File: config.mk
export PLATFORM = sky130hd
export DESIGN_NAME = shift_seq_ctrl
export DESIGN_NICKNAME = d
export VERILOG_FILES = /design/src/rtl/shift_seq_ctrl.sv
export SDC_FILE = /design/constraint.sdc
export NUM_CORES = 1
export LEC_CHECK = 0
export CORE_UTILIZATION = 45
export DETAILED_ROUTE_END_ITERATION = 10
export GPL_TIMING_DRIVEN = 0
export PLACE_DENSITY = 0.79
export SETUP_SLACK_MARGIN = 0.15
export SLEW_MARGIN = 10
export SYNTH_ARGS = -nofsm -noshare
export SYNTH_HDL_FRONTEND = slang
export SYNTH_SLANG_ARGS = --single-unit
File: constraint.sdc
create_clock -name clk -period 2.5 [get_ports clk]
set_clock_uncertainty 0.05 [all_clocks]
set_input_delay 0.625 -clock clk [delete_from_list [all_inputs] [get_ports clk]]
set_output_delay 0.625 -clock clk [all_outputs]
set_load 0.05 [all_outputs]
File: src/rtl/shift_seq_ctrl.sv
// Sequencer feeding a right-shift register one bit per bit-period.
// A word is accepted via valid/ready in IDLE, the register is cleared for
// one cycle, then WIDTH bits go out on ser_out with one shift_en strobe per
// bit-period, followed by a one-cycle done pulse.
module shift_seq_ctrl #(
  parameter int WIDTH = 4,
  parameter int DIV   = 1
) (
  input  logic                       clk,
  input  logic                       rst,
  input  logic                       load_valid,
  input  logic [WIDTH-1:0]           load_data,
  input  logic                       msb_first,
  input  logic                       abort,
  output logic                       load_ready,
  output logic                       sr_clr,
  output logic                       shift_en,
  output logic                       ser_out,
  output logic                       busy,
  output logic                       done,
  output logic [$clog2(WIDTH+1)-1:0] bit_cnt
);

  localparam int CW = $clog2(WIDTH + 1);
  localparam int DW = (DIV > 1) ? $clog2(DIV) : 1;
  localparam logic [DW-1:0] DIV_LAST = DW'(DIV - 1);
  localparam logic [CW-1:0] BIT_LAST = CW'(WIDTH - 1);

  typedef enum logic [1:0] {IDLE, CLEAR, SHIFT, DONE} state_t;

  state_t           state, state_n;
  logic [WIDTH-1:0] word_q, word_n;
  logic             msb_q, msb_n;
  logic [DW-1:0]    div_q, div_n;
  logic [CW-1:0]    cnt_q, cnt_n;
  logic             sr_clr_q, shift_q, done_q, busy_q, ser_q;
  logic             ser_n;
  logic [WIDTH-1:0] sh_l, sh_r;
  logic             kill;

  // abort and rst cancel the cycle's strobes immediately, not one edge later
  assign kill = abort | rst;

  // Next-state, counter and next-serial-bit computation
  always_comb begin
    state_n = state;
    word_n  = word_q;
    msb_n   = msb_q;
    div_n   = div_q;
    cnt_n   = cnt_q;
    case (state)
      IDLE: begin
        if (load_valid) begin
          state_n = CLEAR;
          word_n  = load_data;
          msb_n   = msb_first;
          cnt_n   = '0;
        end
      end
      CLEAR: begin
        state_n = SHIFT;
        div_n   = '0;
        cnt_n   = '0;
      end
      SHIFT: begin
        if (div_q == DIV_LAST) begin
          div_n = '0;
          cnt_n = cnt_q + CW'(1);
          if (cnt_q == BIT_LAST) state_n = DONE;
        end else begin
          div_n = div_q + DW'(1);
        end
      end
      DONE:    state_n = IDLE;
      default: state_n = IDLE;
    endcase
    if (abort) begin
      state_n = IDLE;
      word_n  = word_q;
      msb_n   = msb_q;
      div_n   = '0;
      cnt_n   = cnt_q;
    end
    // Shifting instead of indexing keeps the bit select in range when cnt_n==WIDTH
    sh_l  = word_n << cnt_n;
    sh_r  = word_n >> cnt_n;
    ser_n = (state_n == SHIFT) & (msb_n ? sh_l[WIDTH-1] : sh_r[0]);
  end

  // State, datapath registers and registered outputs decoded from next state
  always_ff @(posedge clk) begin
    if (rst) begin
      state    <= IDLE;
      word_q   <= '0;
      msb_q    <= 1'b0;
      div_q    <= '0;
      cnt_q    <= '0;
      sr_clr_q <= 1'b0;
      shift_q  <= 1'b0;
      done_q   <= 1'b0;
      busy_q   <= 1'b0;
      ser_q    <= 1'b0;
    end else begin
      state    <= state_n;
      word_q   <= word_n;
      msb_q    <= msb_n;
      div_q    <= div_n;
      cnt_q    <= cnt_n;
      sr_clr_q <= (state_n == CLEAR);
      shift_q  <= (state_n == SHIFT) && (div_n == DIV_LAST);
      done_q   <= (state_n == DONE);
      busy_q   <= (state_n == CLEAR) || (state_n == SHIFT);
      ser_q    <= ser_n;
    end
  end

  assign load_ready = (state == IDLE) & ~rst;
  assign sr_clr     = sr_clr_q & ~kill;
  assign shift_en   = shift_q & ~kill;
  assign done       = done_q & ~kill;
  assign busy       = busy_q;
  assign ser_out    = ser_q;
  assign bit_cnt    = cnt_q;

endmodule

==> out/qor.csv, run 1 <==
stage,metric,value,unit
pwr,Leak,0.495,nW
critical_path,"Cell Chain, Critical Path",clkdlybuf4s50_1,
critical_path,Worst setup startpoint,bit_cnt[0],
finish,Reg with most FFs,word_q,
critical_path,CP endpoint,bit_cnt[0],
finish,fin nets,130,
pwr,internal power,0.381,mW
status,failing checks,design-rule violations,
critical_path,reg2reg end,ser_out,
timing,Slew Limit Headroom,0.670,
global_routing,initial antenna violation count,0,
critical_path,FF-to-FF Start,state[1],
global_routing,vias in the first global route,594,
cts,Clk Tree Root Cell,clkbuf_4,
yosys,number of synthesized flops with an enable pin,0,
finish,Final Cell Area,1040,um2
yosys,ys async rst share,0,
status,status,finished with violations,
pwr,Max VDD drop,329,uV
yosys,Commonest cells post-synth,"18 x nor2_1, 16 x dfxtp_1, 9 x ha_1, 9 x mux2i_1, 6 x inv_1",
run,maximum capacitance violations,0,
finish,Inserted Diodes,0,
critical_path,critical path required time,1.82,ns
routing,drt drc,2,
yosys,top-area cell type share of the netlist area,0.392,
pwr,Flop pwr share,0.521,
timing,RSZ-0062 raised after global routing,no,
routing,1st-pass router iterations,7,
die,Initial Util,0.478,
global_routing,first-pass GRT wire length,2500,um
timing,minimum clock period,2.21,ns
placement,routability congestion estimate,0.752,
critical_path,Worst Path Buf+Inv,1,
critical_path,CP max-delay cell,clkdlybuf4s50_1,
pwr,Switch Pwr,0.127,mW
die,die extent in y,44.6,um
cts,CTS max path bufs,2,
yosys,Post-synth top flop,dfxtp_1,
pwr,Clk pwr share,0.342,
pwr,power density over the cells,488,nW/um2
worst_hold_path,Hold WC Path Type,reg -> reg,
routing,Iteration-0 DRC Markers,15,
yosys,syn_area_per_cell,9.08,um2
yosys,register area share after synthesis,0.392,
critical_path,Worst Path Arrival,1.53,ns
critical_path,Critical Path Start Type,flop,
global_routing,grt total ovfl,0,
pwr,Gate power share,0.138,
yosys,register bit total from synthesis,16,
critical_path,CP Class,reg -> out,
die,Core Area,1710,um2
cts,Post-CTS Setup Inserts,0,
global_routing,Total GRT Usage,0.177,
routing,drt wl/cell,10.8,um
placement,Area after DPL,1020,um2
finish,Largest register FFs,4,
finish,Filler Cell Count,156,
yosys,Yosys warning count,0,
yosys,most frequent cell after synthesis,nor2_1,
cts,CTS clock-pin slew for the worst setup and hold paths,0.09,ns
cts,post_cts resized,25,
placement,detailed placement HPWL,1140,um
timing,Finish-stage setup viols,0,
finish,Reg area,320,um2
critical_path,FF-to-FF path depth,7,
placement,PortBufs,17,
yosys,distinct cell type count after synthesis,24,
cts,CTS buffer count,3,
routing,Vias,667,
yosys,"area leader, netlist",dfxtp_1,
timing,fin crit share,0.883,
die,Rows,15,
finish,Layout area overhead,27.3,%
yosys,synth top area cells,"dfxtp_1 39%, ha_1 14%, mux2i_1 11%, nor2_1 8.3%, nor2b_1 3.8%",
critical_path,reg2reg setup slack,0.37,ns
pwr,total power draw,0.508,mW
die,full die area,1990,um2
pwr,Net Sw Frac,0.249,
timing,fmax,0.453,GHz
timing,actual slew at the worst max-slew pin,0.493,ns
critical_path,Crit Path Max Fanout,4,
timing,Max Transition Viols Final,0,
critical_path,slowest cell delay on critical path,0.83,ns
finish,area of the multi-input gates,470,um2
yosys,Syn Inst Count,90,
cts,CTS Sinks,16,
cts,# hold bufs at CTS,0,
yosys,Netlist Area Pre-Place,817,um2
global_routing,largest net degree at the start of global routing,11,
critical_path,Levels on crit path,1,
cts,H-tree depth,1,
die,num ports,18,
yosys,Synthesized Nets,108,
routing,Total Routed Length,1470,um
timing,Final Hold Fails,0,
cts,clock latency on the worst-skew pair,0.29,ns
critical_path,Crit path max-delay family,buffers and inverters,
cts,CTS tree,built,
finish,layout cells sized above 1,0.0991,
routing,"antenna viol nets, final",0,
die,Die X,44.6,um
critical_path,Critical Path Sink Type,output pin,
routing,via density per instance,4.90,
==> stage by stage <==
stage	setup slack [ns]	hold WS, ns	TNS [ns]	utilization	instances
3_3_place_gp	-0.476	0.448	-1.87	0.596	132
5_1_grt	0.193	0.509	0	0.609	136
2_1_floorplan	0.354	0.428	0	-	90
6_report	0.293	0.479	0	0.609	136
3_5_place_dp	-0.507	0.463	-2.01	0.596	132
4_1_cts	0.285	0.477	0	0.609	136
==> per-layer routing <==
layer  part of all wire  GRT usage  wire length [um]
met1               0.47      0.213               690
met2               0.48      0.294               712
met3              0.016     0.0245                24
met4              0.031      0.109                45
met5                  0          0                 0
==> power by group through the flow <==
| stage | Combinational (mW) | Sequential, mW | Clock (mW) |
|---|---|---|---|
| floorplan | 0.0406 | 0.274 | 0 |
| global placement | 0.0710 | 0.270 | 0 |
| detailed placement | 0.0724 | 0.270 | 0 |
| CTS | 0.0702 | 0.264 | 0.177 |
| global route | 0.0779 | 0.265 | 0.186 |
| finish | 0.0700 | 0.264 | 0.173 |
==> placed cells by master, fill, tap and decap left out <==
cell type	count
o21ai_0	2
nand3b_1	2
and2b_1	1
nor2_1	18
nor2b_1	5
inv_1	6
clkbuf_1	1
a22oi_1	1
dlygate4sd2_1	2
nand2b_1	3
nand2_1	2
ha_1	9
buf_2	1
nor2_2	1
buf_4	3
or4b_4	1
clkbuf_8	1
clkbuf_4	3
nand3_1	1
dfxtp_1	16
o21a_1	1
a21oi_2	1
mux2i_1	9
and2_1	3
clkdlybuf4s50_1	11
a211o_1	1
a21oi_1	3
a31oi_1	1
a211oi_1	1
nor3_1	1
==> kinds of logic after synthesis <==
logic type                 after synthesis  synth area share
AOI/OAI and AO/OA                       11            0.0873
and+or+nand+nor                         38             0.240
adders and majority gates                9             0.138
muxes                                    9             0.110
buffers and inverters                    7            0.0322
DFF                                     16             0.392
==> layout make-up <==
class | instances | area share
Timing Repair Buffer | 17 | 0.149
Multi-Input combinational cell | 67 | 0.452
Clock buffer | 4 | 0.0349
Buffer | 1 | 0.00361
Inverter | 6 | 0.0217
Sequential cell | 16 | 0.308
Tap cell | 25 | 0.0301
==> worst min-delay path by stage <==
stage                    from        end  slack [ns]  depth (start not counted)
floorplan           word_q[2]  word_q[2]        0.43                          2
global placement    word_q[2]  word_q[2]        0.45                          2
detailed placement  word_q[2]  word_q[2]        0.46                          2
CTS                     div_q      div_q        0.48                          2
global route            div_q      div_q        0.51                          2
finish                  div_q      div_q        0.48                          2
Power figures use the tool's default switching activity.
==> run 2, diff against run 1 <==
Settings changed: PLACE_DENSITY 0.79 to 0.72.
==> run 2 against run 1 <==
Net effect:
- the run now ends clean
- critical endpoint unchanged
- via count fell by 5.1%
- register-to-register slack improved by 0.02 ns
- power barely moved
- clock power barely moved
- global-route usage rose by 0.23 points
- cell area rose by 0.60%
- largest cell class unchanged
- hold slack got worse by 0.0030 ns
- wire length rose by 0.88%
- clock-buffer cell count did not move
- core utilization rose by 0.37 points
- non-clock buffer count did not move
- die area did not move
==> out/qor.csv, run 2 (synthesis gave the netlist of run 1 again) <==
stage,metric,value,unit
status,status,finished clean,
timing,Max Transition Viols Final,0,
finish,fin nets,130,
finish,Largest register FFs,4,
finish,Inserted Diodes,0,
finish,layout cells sized above 1,0.0991,
global_routing,vias in the first global route,576,
cts,CTS Sinks,16,
pwr,power density over the cells,486,nW/um2
timing,Slew Limit Headroom,0.664,
cts,CTS tree,built,
routing,drt wl/cell,10.9,um
placement,routability congestion estimate,0.739,
timing,fmax,0.456,GHz
global_routing,Total GRT Usage,0.179,
die,Initial Util,0.478,
global_routing,initial antenna violation count,0,
timing,smallest hold slack,0.476,ns
placement,detailed placement HPWL,1120,um
critical_path,Worst Path Arrival,1.52,ns
critical_path,CP Class,reg -> out,
routing,"antenna viol nets, final",0,
critical_path,Worst Path Buf+Inv,1,
routing,Iteration-0 DRC Markers,3,
die,Rows,15,
die,die extent in y,44.6,um
global_routing,grt total ovfl,0,
critical_path,Crit Path Max Fanout,4,
timing,Finish-stage setup viols,0,
timing,fin crit share,0.878,
run,maximum capacitance violations,0,
routing,Vias,633,
critical_path,"Cell Chain, Critical Path",clkdlybuf4s50_1,
die,num ports,18,
pwr,Leak,0.495,nW
cts,H-tree depth,1,
cts,CTS clock-pin slew for the worst setup and hold paths,0.10,ns
routing,1st-pass router iterations,3,
routing,drt drc,0,
cts,# hold bufs at CTS,0,
critical_path,Critical Path Start Type,flop,
finish,Reg with most FFs,word_q,
global_routing,first-pass GRT wire length,2530,um
routing,Total Routed Length,1490,um
cts,CTS max path bufs,2,
finish,Filler Cell Count,153,
pwr,Max VDD drop,382,uV
routing,via density per instance,4.65,
finish,most frequent cells in the layout,"18 x nor2_1, 16 x dfxtp_1, 11 x clkdlybuf4s50_1, 9 x mux2i_1, 9 x ha_1",
timing,minimum clock period,2.19,ns
global_routing,largest net degree at the start of global routing,11,
worst_hold_path,Hold WC Path Type,reg -> reg,
cts,CTS buffer count,3,
timing,Final Hold Fails,0,
finish,Layout area overhead,28.0,%
cts,Clk Tree Root Cell,clkbuf_4,
finish,"commonest non-fill, non-tap cell in the layout",nor2_1,
cts,clock latency on the worst-skew pair,0.29,ns
critical_path,critical path required time,1.82,ns
cts,Post-CTS Setup Inserts,0,
critical_path,Critical Path Sink Type,output pin,
critical_path,slowest cell delay on critical path,0.83,ns
critical_path,Crit path max-delay family,buffers and inverters,
finish,fin util,0.612,
die,full die area,1990,um2
timing,actual slew at the worst max-slew pin,0.502,ns
die,Core Area,1710,um2
critical_path,CP max-delay cell,clkdlybuf4s50_1,
placement,PortBufs,17,
timing,RSZ-0062 raised after global routing,no,
die,Die X,44.6,um
==> run 2: cell types whose count changed in the layout (fill, tap and decap cells not counted) <==
cell / before / now
buf_2: 1 / 0
clkdlybuf4s15_2: 0 / 1
==> run 2: metal layers <==
layer | track usage | up-vias | wire, um
met2 | 0.271 | 15 | 654
met3 | 0.0245 | 5 | 49
met1 | 0.241 | 271 | 742
li1 | - | 342 | -
met5 | 0 | - | 0
met4 | 0.109 | 0 | 38
==> run 2: final cells by class <==
class | instances | area (um2) | area share
repair buffers | 17 | 161 | 0.154
flip-flops and latches | 16 | 320 | 0.306
inverters | 6 | 22.5 | 0.0215
multi-input cells | 67 | 470 | 0.450
plain buffers | 1 | 3.75 | 0.00359
well taps | 25 | 31.3 | 0.0299
clock buffers | 4 | 36.3 | 0.0347
==> run 2: path summary, 6_finish.rpt <==
path	from	end	slack (ns)	cells after the start
worst max-delay path	bit_cnt[0]	bit_cnt[0]	0.31	1
worst min-delay path	div_q	div_q	0.48	2
worst min register to register	div_q	div_q	0.48	2
worst max register to register	bit_cnt[0]	ser_out	0.39	11
==> run 2: report_power, final <==
part / internal [mW] / switching, mW / total [mW]
registers: 0.262 / 0.00228 / 0.264
logic: 0.0309 / 0.0394 / 0.0703
clock network: 0.0888 / 0.0846 / 0.173
total: 0.382 / 0.126 / 0.508
==> run 2: repair_timing <==
| action | CTS | global route |
|---|---|---|
| setup endpoints to repair | 4 | 0 |
| endpoints found under the hold margin | 0 | 0 |
| resized for setup | 23 | 0 |
==> run 2: worst register-to-register path: cells and delay by family, from the launching register on <==
| kind | cells | cell delay, ns |
|---|---|---|
| buffers and inverters | 1 | 0.12 |
| flip-flops | 1 | 0.35 |
| adder cells (fa/ha/maj) | 3 | 0.60 |
| AND/OR/NAND/NOR | 5 | 0.49 |
| AO/OA/AOI/OAI | 2 | 0.39 |
==> run 2: stage by stage <==
| stage | TNS, ns | total power [mW] | instances | cell area (um2) | worst slack (ns) |
|---|---|---|---|---|---|
| after CTS | 0 | 0.512 | 136 | 1050 | 0.289 |
| after global routing | 0 | 0.529 | 136 | 1050 | 0.180 |
| after detailed placement | -1.99 | 0.342 | 132 | 1020 | -0.501 |
| final | 0 | 0.508 | 136 | 1050 | 0.306 |
| after global placement | -1.92 | 0.341 | 132 | 1020 | -0.485 |
| after floorplan | 0 | 0.314 | 90 | 817 | 0.354 |
